$ cat src/rtl/mem_port_arbiter_if.sv
// mem_port_arbiter_if: the requester and memory buses around the shared memory port.
// The slave modport is the arbiter's view. The master modport is the view of the
// environment, which holds both requesters and the memory.
interface mem_port_arbiter_if #(
   parameter int AW = 32,
   parameter int DW = 32
);
   logic          if_req;
   logic [AW-1:0] if_addr;
   logic          if_gnt;
   logic          if_rvalid;
   logic [DW-1:0] if_rdata;

   logic          ls_req;
   logic          ls_we;
   logic [AW-1:0] ls_addr;
   logic [DW-1:0] ls_wdata;
   logic          ls_gnt;
   logic          ls_rvalid;
   logic [DW-1:0] ls_rdata;

   logic          mem_req;
   logic          mem_we;
   logic [AW-1:0] mem_addr;
   logic [DW-1:0] mem_wdata;
   logic          mem_ack;
   logic [DW-1:0] mem_rdata;

   modport slave (
      input  if_req, if_addr,
      output if_gnt, if_rvalid, if_rdata,
      input  ls_req, ls_we, ls_addr, ls_wdata,
      output ls_gnt, ls_rvalid, ls_rdata,
      output mem_req, mem_we, mem_addr, mem_wdata,
      input  mem_ack, mem_rdata
   );

   modport master (
      output if_req, if_addr,
      input  if_gnt, if_rvalid, if_rdata,
      output ls_req, ls_we, ls_addr, ls_wdata,
      input  ls_gnt, ls_rvalid, ls_rdata,
      input  mem_req, mem_we, mem_addr, mem_wdata,
      output mem_ack, mem_rdata
   );
endinterface

$ cat src/rtl/mem_port_arbiter.sv
// mem_port_arbiter: shares one memory port between instruction fetch (IF) and
// load/store (LS). Only one transaction is in flight at a time.
// LS normally wins a contested cycle. After STARVE_LIMIT contested LS grants in a row,
// IF wins the next contested cycle so that fetch always makes progress.
// Optional feature: define MEM_TIMEOUT_EN to abort a transaction after MAX_WAIT cycles
// in BUSY without mem_ack. An abort completes the requester with err=1 and rdata=0.
//
// state      | meaning
// -----------+-----------------------------------------------------
// ST_IDLE    | no transaction; arbitrate and pulse gnt combinationally
// ST_IF_BUSY | fetch read outstanding on the memory port
// ST_LS_BUSY | load/store outstanding on the memory port
module mem_port_arbiter #(
   parameter int AW           = 32,
   parameter int DW           = 32,
   parameter int STARVE_LIMIT = 4,
   parameter int MAX_WAIT     = 15
) (
   input  logic                   clk,
   input  logic                   reset,
   mem_port_arbiter_if.slave      bus,
   output logic                   err,
   output logic                   busy
);

   typedef enum logic [1:0] {
      ST_IDLE    = 2'd0,
      ST_IF_BUSY = 2'd1,
      ST_LS_BUSY = 2'd2
   } state_t;

   localparam int SW = $clog2(STARVE_LIMIT + 1);

   state_t        state_q, state_d;
   logic [AW-1:0] addr_q, addr_d;
   logic          we_q, we_d;
   logic [DW-1:0] wdata_q, wdata_d;
   logic [DW-1:0] if_rdata_q, if_rdata_d;
   logic [DW-1:0] ls_rdata_q, ls_rdata_d;
   logic          if_rvalid_q, if_rvalid_d;
   logic          ls_rvalid_q, ls_rvalid_d;
   logic          err_q, err_d;
   logic [SW-1:0] streak_q, streak_d;
   logic          streak_full;
   logic          ls_win, if_win;
   logic          if_gnt, ls_gnt;
   logic          timeout;

`ifdef MEM_TIMEOUT_EN
   localparam int WW = $clog2(MAX_WAIT + 1);

   logic [WW-1:0] wait_q, wait_d;

   // This cycle is the MAX_WAIT-th BUSY cycle without an ack. An ack in the same cycle still wins.
   assign timeout = (state_q != ST_IDLE) && (wait_q == WW'(MAX_WAIT - 1));

   // Wait counter: held at zero outside BUSY, so it is clear on entry to BUSY.
   always_comb begin
      wait_d = '0;
      if (state_q != ST_IDLE && !bus.mem_ack && !timeout) begin
         wait_d = wait_q + 1'b1;
      end
   end

   // Wait counter register.
   always_ff @(posedge clk or negedge reset) begin
      if (!reset) begin
         wait_q <= '0;
      end else begin
         wait_q <= wait_d;
      end
   end
`else
   assign timeout = 1'b0;
`endif

   assign streak_full = (streak_q == SW'(STARVE_LIMIT));
   assign ls_win      = bus.ls_req && (!bus.if_req || !streak_full);
   assign if_win      = bus.if_req && !ls_win;

   // Next-state, grant and completion logic.
   always_comb begin
      state_d     = state_q;
      addr_d      = addr_q;
      we_d        = we_q;
      wdata_d     = wdata_q;
      if_rdata_d  = if_rdata_q;
      ls_rdata_d  = ls_rdata_q;
      if_rvalid_d = 1'b0;
      ls_rvalid_d = 1'b0;
      err_d       = 1'b0;
      streak_d    = streak_q;
      if_gnt      = 1'b0;
      ls_gnt      = 1'b0;
      case (state_q)
         ST_IDLE: begin
            if (ls_win) begin
               ls_gnt  = 1'b1;
               state_d = ST_LS_BUSY;
               addr_d  = bus.ls_addr;
               we_d    = bus.ls_we;
               wdata_d = bus.ls_wdata;
               // Only contested grants count toward starving IF.
               if (bus.if_req && !streak_full) begin
                  streak_d = streak_q + 1'b1;
               end
            end else if (if_win) begin
               if_gnt   = 1'b1;
               state_d  = ST_IF_BUSY;
               addr_d   = bus.if_addr;
               we_d     = 1'b0;
               wdata_d  = '0;
               streak_d = '0;
            end
         end
         ST_IF_BUSY, ST_LS_BUSY: begin
            if (bus.mem_ack) begin
               state_d = ST_IDLE;
               if (state_q == ST_LS_BUSY) begin
                  ls_rvalid_d = 1'b1;
                  ls_rdata_d  = we_q ? '0 : bus.mem_rdata;
               end else begin
                  if_rvalid_d = 1'b1;
                  if_rdata_d  = bus.mem_rdata;
               end
            end else if (timeout) begin
               state_d = ST_IDLE;
               err_d   = 1'b1;
               if (state_q == ST_LS_BUSY) begin
                  ls_rvalid_d = 1'b1;
                  ls_rdata_d  = '0;
               end else begin
                  if_rvalid_d = 1'b1;
                  if_rdata_d  = '0;
               end
            end
         end
         default: state_d = ST_IDLE;
      endcase
   end

   // State and datapath registers.
   always_ff @(posedge clk or negedge reset) begin
      if (!reset) begin
         state_q     <= ST_IDLE;
         addr_q      <= '0;
         we_q        <= 1'b0;
         wdata_q     <= '0;
         if_rdata_q  <= '0;
         ls_rdata_q  <= '0;
         if_rvalid_q <= 1'b0;
         ls_rvalid_q <= 1'b0;
         err_q       <= 1'b0;
         streak_q    <= '0;
      end else begin
         state_q     <= state_d;
         addr_q      <= addr_d;
         we_q        <= we_d;
         wdata_q     <= wdata_d;
         if_rdata_q  <= if_rdata_d;
         ls_rdata_q  <= ls_rdata_d;
         if_rvalid_q <= if_rvalid_d;
         ls_rvalid_q <= ls_rvalid_d;
         err_q       <= err_d;
         streak_q    <= streak_d;
      end
   end

   assign bus.if_gnt    = if_gnt;
   assign bus.ls_gnt    = ls_gnt;
   assign bus.if_rvalid = if_rvalid_q;
   assign bus.ls_rvalid = ls_rvalid_q;
   assign bus.if_rdata  = if_rdata_q;
   assign bus.ls_rdata  = ls_rdata_q;
   assign bus.mem_req   = (state_q != ST_IDLE);
   assign bus.mem_we    = (state_q == ST_LS_BUSY) && we_q;
   assign bus.mem_addr  = addr_q;
   assign bus.mem_wdata = wdata_q;
   assign busy          = (state_q != ST_IDLE);
   assign err           = err_q;

endmodule

$ cat src/flat_wrapper.sv
// flat-port wrapper written by rule: the top's interface ports become plain ports
module mem_port_arbiter_flat 
#(
   parameter int AW           = 32,
   parameter int DW           = 32,
   parameter int STARVE_LIMIT = 4,
   parameter int MAX_WAIT     = 15
)
  (clk, reset, err, busy, bus_if_req, bus_if_addr, bus_if_gnt, bus_if_rvalid, bus_if_rdata, bus_ls_req, bus_ls_we, bus_ls_addr, bus_ls_wdata, bus_ls_gnt, bus_ls_rvalid, bus_ls_rdata, bus_mem_req, bus_mem_we, bus_mem_addr, bus_mem_wdata, bus_mem_ack, bus_mem_rdata);
  mem_port_arbiter_if #(.AW(AW), .DW(DW)) bus_i ();
  input  logic clk;
  input  logic reset;
  output logic err;
  output logic busy;
  input wire logic [$bits(bus_i.if_req)-1:0] bus_if_req;
  input wire logic [$bits(bus_i.if_addr)-1:0] bus_if_addr;
  output wire logic [$bits(bus_i.if_gnt)-1:0] bus_if_gnt;
  output wire logic [$bits(bus_i.if_rvalid)-1:0] bus_if_rvalid;
  output wire logic [$bits(bus_i.if_rdata)-1:0] bus_if_rdata;
  input wire logic [$bits(bus_i.ls_req)-1:0] bus_ls_req;
  input wire logic [$bits(bus_i.ls_we)-1:0] bus_ls_we;
  input wire logic [$bits(bus_i.ls_addr)-1:0] bus_ls_addr;
  input wire logic [$bits(bus_i.ls_wdata)-1:0] bus_ls_wdata;
  output wire logic [$bits(bus_i.ls_gnt)-1:0] bus_ls_gnt;
  output wire logic [$bits(bus_i.ls_rvalid)-1:0] bus_ls_rvalid;
  output wire logic [$bits(bus_i.ls_rdata)-1:0] bus_ls_rdata;
  output wire logic [$bits(bus_i.mem_req)-1:0] bus_mem_req;
  output wire logic [$bits(bus_i.mem_we)-1:0] bus_mem_we;
  output wire logic [$bits(bus_i.mem_addr)-1:0] bus_mem_addr;
  output wire logic [$bits(bus_i.mem_wdata)-1:0] bus_mem_wdata;
  input wire logic [$bits(bus_i.mem_ack)-1:0] bus_mem_ack;
  input wire logic [$bits(bus_i.mem_rdata)-1:0] bus_mem_rdata;
  assign bus_i.if_req = bus_if_req;
  assign bus_i.if_addr = bus_if_addr;
  assign bus_if_gnt = bus_i.if_gnt;
  assign bus_if_rvalid = bus_i.if_rvalid;
  assign bus_if_rdata = bus_i.if_rdata;
  assign bus_i.ls_req = bus_ls_req;
  assign bus_i.ls_we = bus_ls_we;
  assign bus_i.ls_addr = bus_ls_addr;
  assign bus_i.ls_wdata = bus_ls_wdata;
  assign bus_ls_gnt = bus_i.ls_gnt;
  assign bus_ls_rvalid = bus_i.ls_rvalid;
  assign bus_ls_rdata = bus_i.ls_rdata;
  assign bus_mem_req = bus_i.mem_req;
  assign bus_mem_we = bus_i.mem_we;
  assign bus_mem_addr = bus_i.mem_addr;
  assign bus_mem_wdata = bus_i.mem_wdata;
  assign bus_i.mem_ack = bus_mem_ack;
  assign bus_i.mem_rdata = bus_mem_rdata;
  mem_port_arbiter #(.AW(AW), .DW(DW), .STARVE_LIMIT(STARVE_LIMIT), .MAX_WAIT(MAX_WAIT)) u_core (.clk(clk), .reset(reset), .bus(bus_i), .err(err), .busy(busy));
endmodule
$ cat config.mk
export PLATFORM = sky130hd
export DESIGN_NAME = mem_port_arbiter_flat
export DESIGN_NICKNAME = d
export VERILOG_FILES = /design/src/rtl/mem_port_arbiter_if.sv /design/src/rtl/mem_port_arbiter.sv /design/src/flat_wrapper.sv
export SDC_FILE = /design/constraint.sdc
export NUM_CORES = 1
export LEC_CHECK = 0
export ABC_AREA = 0
export BUFFER_PORTS_ARGS = -buffer_cell sky130_fd_sc_hd__buf_2
export CAP_MARGIN = 15
export CELL_PAD_IN_SITES_DETAIL_PLACEMENT = 0
export CELL_PAD_IN_SITES_GLOBAL_PLACEMENT = 1
export CORE_MARGIN = 3
export CORE_UTILIZATION = 30
export DETAILED_ROUTE_END_ITERATION = 12
export PLACE_DENSITY = 0.75
export SLEW_MARGIN = 20
export SYNTH_ARGS = -nofsm -noshare
export SYNTH_HDL_FRONTEND = slang
export SYNTH_SLANG_ARGS = --single-unit
$ cat constraint.sdc
create_clock -name clk -period 2.65 [get_ports clk]
set_input_delay 0.1325 -clock clk [delete_from_list [all_inputs] [get_ports clk]]
set_output_delay 0.1325 -clock clk [all_outputs]
set_load 0.01 [all_outputs]
==> results.md <==
* Post-layout util at 47.56%
* Final ANT Viol Nets at 0
* DIE WIDTH at about 150 um
* Worst-path clk slew at roughly 0.060 ns
* Routed vias/inst at approximately 4.6
* Clock sinks at around 140
* Top cells by area, synth: dfrtp_1 57%, nand2_1 10%, mux2_1 6.4%
* Post-Syn Area per Cell at a little over 10 um^2
* Placement Rows at slightly above 50
* Drt first pass iters at 4
* YS warnings at 0
* CTS tree: done
* Yosys top cell by area: dfrtp_1
* Power Dens Cells at 1147 mW/mm^2
* Total Wirelength at around 19000 um
* Antenna cells at 0
* Root buffer cell: clkbuf_16
* Wirelength per Cell at about 15 um
* Post-DP HPWL at ~12000 um
* Top post-synthesis cells by count: 167 x nand2_1, 136 x dfrtp_1, 68 x o21ai_1
* Mux share of post-synthesis cell area at about 6.4%
* Clk Latency, worst-skew pair at slightly above 0.4 ns
* H-tree depth at 4
* Largest family of logic cells by synthesized area: simple AND/OR/NAND/NOR gates
* Slew @ Worst Pin at a little under 1 ns
* Req. time, crit path at 2.95 ns
* # DRC at 0
* Clk_skew at 0.008303 ns
* Yosys reg bits at 136
* Status: completed
* MaxCap Viol Count at 0
* Post-synth EDFFs at 0
* Synth Area in Simple Gates at a little under a fifth
* Top-area cell type share of the netlist area at 56.90%
* Initial antenna violation count at 0
* PostCTS Resize Cnt at 0
* Initial drt markers at roughly 180
* Initial Utilization at 30.63%
* Final setup vio count at 0
* Final net count at 1079
* Post-CTS Setup Inserts at 0
* Top FF cell, synth: dfrtp_1
* Post-Synth XOR/XNOR Area at 0%
* Fin cells at roughly 1.2k
* Die footprint at ~0.022 mm^2
* Via count at approximately 5.6k
* Hold buffer count at cts at around 110
* Leakage Power at between 0.004 and 0.005 uW
* Height of the die at 147.2 um
* Hold Crit Class: input port to flip-flop
* Final worst-path cycle share at a little over 90%
* Hold Fails Final Rpt at 0
* Vias in the first global route at about 5.9k
* Post-synthesis instance area at around 0.0060 mm^2
* Most frequent cell after synthesis: nand2_1
* # IOs at 270
* RD Place Congestion at roughly 0.75
* Worst EP arrival at between 2 and 3 ns
* Cells after Synth at 577
* Fraction of layout cells with a size suffix above 1 at between 30% and 40%
* Synth Area in Adders at less than 1%
* CP max FO at 34
* Placed cell count at 1073
* Clock buffer depth at 2
* Slew HR at between 30% and 40%
* RSZ-0062 raised after global routing: false
* Port Buffers at roughly 270
* Crit path kind: flip-flop to flip-flop
* TNS Setup at 0 ns
* Mapped Nets at just over 700
* Seq/Total Area, Yosys at roughly 57%
* First-pass GRT wire length at 30410 um
* Largest net degree at the start of global routing at 70
* Placed cell area at 0.007533 mm^2
* Crit. End Element: flip-flop
* Total track usage at between 10% and 20%
* Distinct cells, synth at 29
* Peak VDD IR at slightly below 500 uV
* CTS Buf Count at 17
* Synth-to-Final Area Change at 55.27%
* Min Tclk post-route at 2.450 ns
* Max-slew violation count at 0
* Asr flop ratio synth at between 90% and 100%
* Synth Area in Compound Gates at 12.74%
* Maximum clock frequency at approximately 410 MHz
* Core Area at about 0.020 mm^2
* Non-Filler Cell Area, Final at around 0.0093 mm^2
* Startpoint types: flip-flop
* Remaining Overflow, GRT at 0
## layout make-up
| type | instances | area [um^2] |
|---|---|---|
| Clock inverter | 13 | 168.9 |
| Timing Repair Buffer | 393 | 2596 |
| Clock buffer | 19 | 442.9 |
| Fill cell | 1868 | 10240 |
| Inverter | 9 | 33.78 |
| Multi-Input combinational cell | 384 | 2310 |
| Sequential cell | 136 | 3403 |
| Tap cell | 265 | 331.6 |
## registers in the layout (all words and copies together) (netlist names)
name and cells:
u_core.bus.ls_rdata 32, u_core.streak_q 3, u_core.bus.mem_wdata 32, u_core.bus.if_rvalid 1
u_core.bus.if_rdata 32, u_core.bus.mem_addr 32, u_core.bus.ls_rvalid 1, u_core.state_q 2
u_core.we_q 1
## layout by cell type (no fill, tap or decap), types with 2 or more instances in the layout
cell type | netlist | routed
nand2_1 | 167 | 166
clkinv_4 | 0 | 3
bufinv_16 | 0 | 3
buf_12 | 0 | 2
o211ai_2 | 29 | 29
mux2_1 | 34 | 34
clkinvlp_4 | 0 | 4
o211ai_1 | 3 | 3
nand4_1 | 33 | 33
dlygate4sd3_1 | 0 | 114
dfrtp_1 | 136 | 136
clkbuf_16 | 0 | 17
buf_2 | 20 | 267
buf_4 | 4 | 9
nand2b_1 | 32 | 32
o21ai_1 | 68 | 67
ha_1 | 4 | 4
inv_6 | 0 | 2
inv_1 | 8 | 8
## metal layers
layer	wire length, um	share of wire (%)	vias up	track usage (%)
met3	1376	7.4	13	5.367
met1	7988	43	2685	21.46
met4	153	0.82	0	4.240
met2	9040	49	214	29.75
met5	0	0	-	0
li1	-	-	2673	-
## path summary, 6_finish.rpt
path / startpoint / end / slack (ns) / depth (start not counted)
max in group asynchronous: reset / u_core.bus.mem_wdata[19] / 1.51 / 3
min in group asynchronous: reset / u_core.bus.ls_rdata[24] / 0.33 / 2
min: bus_ls_addr[28] / u_core.bus.mem_addr[28] / 0.03 / 3
max: u_core.streak_q[0] / u_core.bus.mem_addr[31] / 0.20 / 6
min reg2reg: u_core.bus.mem_wdata[23] / u_core.bus.mem_wdata[23] / 0.48 / 2
max reg2reg: u_core.streak_q[0] / u_core.bus.mem_addr[31] / 0.20 / 6
## critical path, cell delays in order (launching register included)
cell	delay [ns]
dfrtp_1	0.39
inv_1	0.06
ha_1	0.22
nand3_4	0.06
and2_2	0.80
o211ai_1	0.19
dlygate4sd3_1	0.59
## stage by stage
stage / hold slack, ns / total power, uW / setup WS, ns
global placement: 0.1929 / 7878 / 0.6989
detailed placement: 0.2037 / 7939 / 0.6558
floorplan: -0.1631 / 6178 / 1.121
finish: 0.02817 / 10650 / 0.2003
global route: 0.01724 / 11430 / 0.05728
CTS: 0.0006276 / 10760 / 0.1911
## logic make-up after synthesis
logic type | after synthesis
buffers and inverters | 57
AOI/OAI and AO/OA | 105
DFF | 136
muxes | 34
and+or+nand+nor | 240
other | 1
adders and majority gates | 4
## power by group
part           leakage [uW]  internal, uW  switching (uW)  total [uW]
sequential          0.00170          3110             550        3660
combinational       0.00264          2000            2540        4530
clock              0.000286          1510             945        2460
No activity file was read; power rests on OpenSTA's default activity.
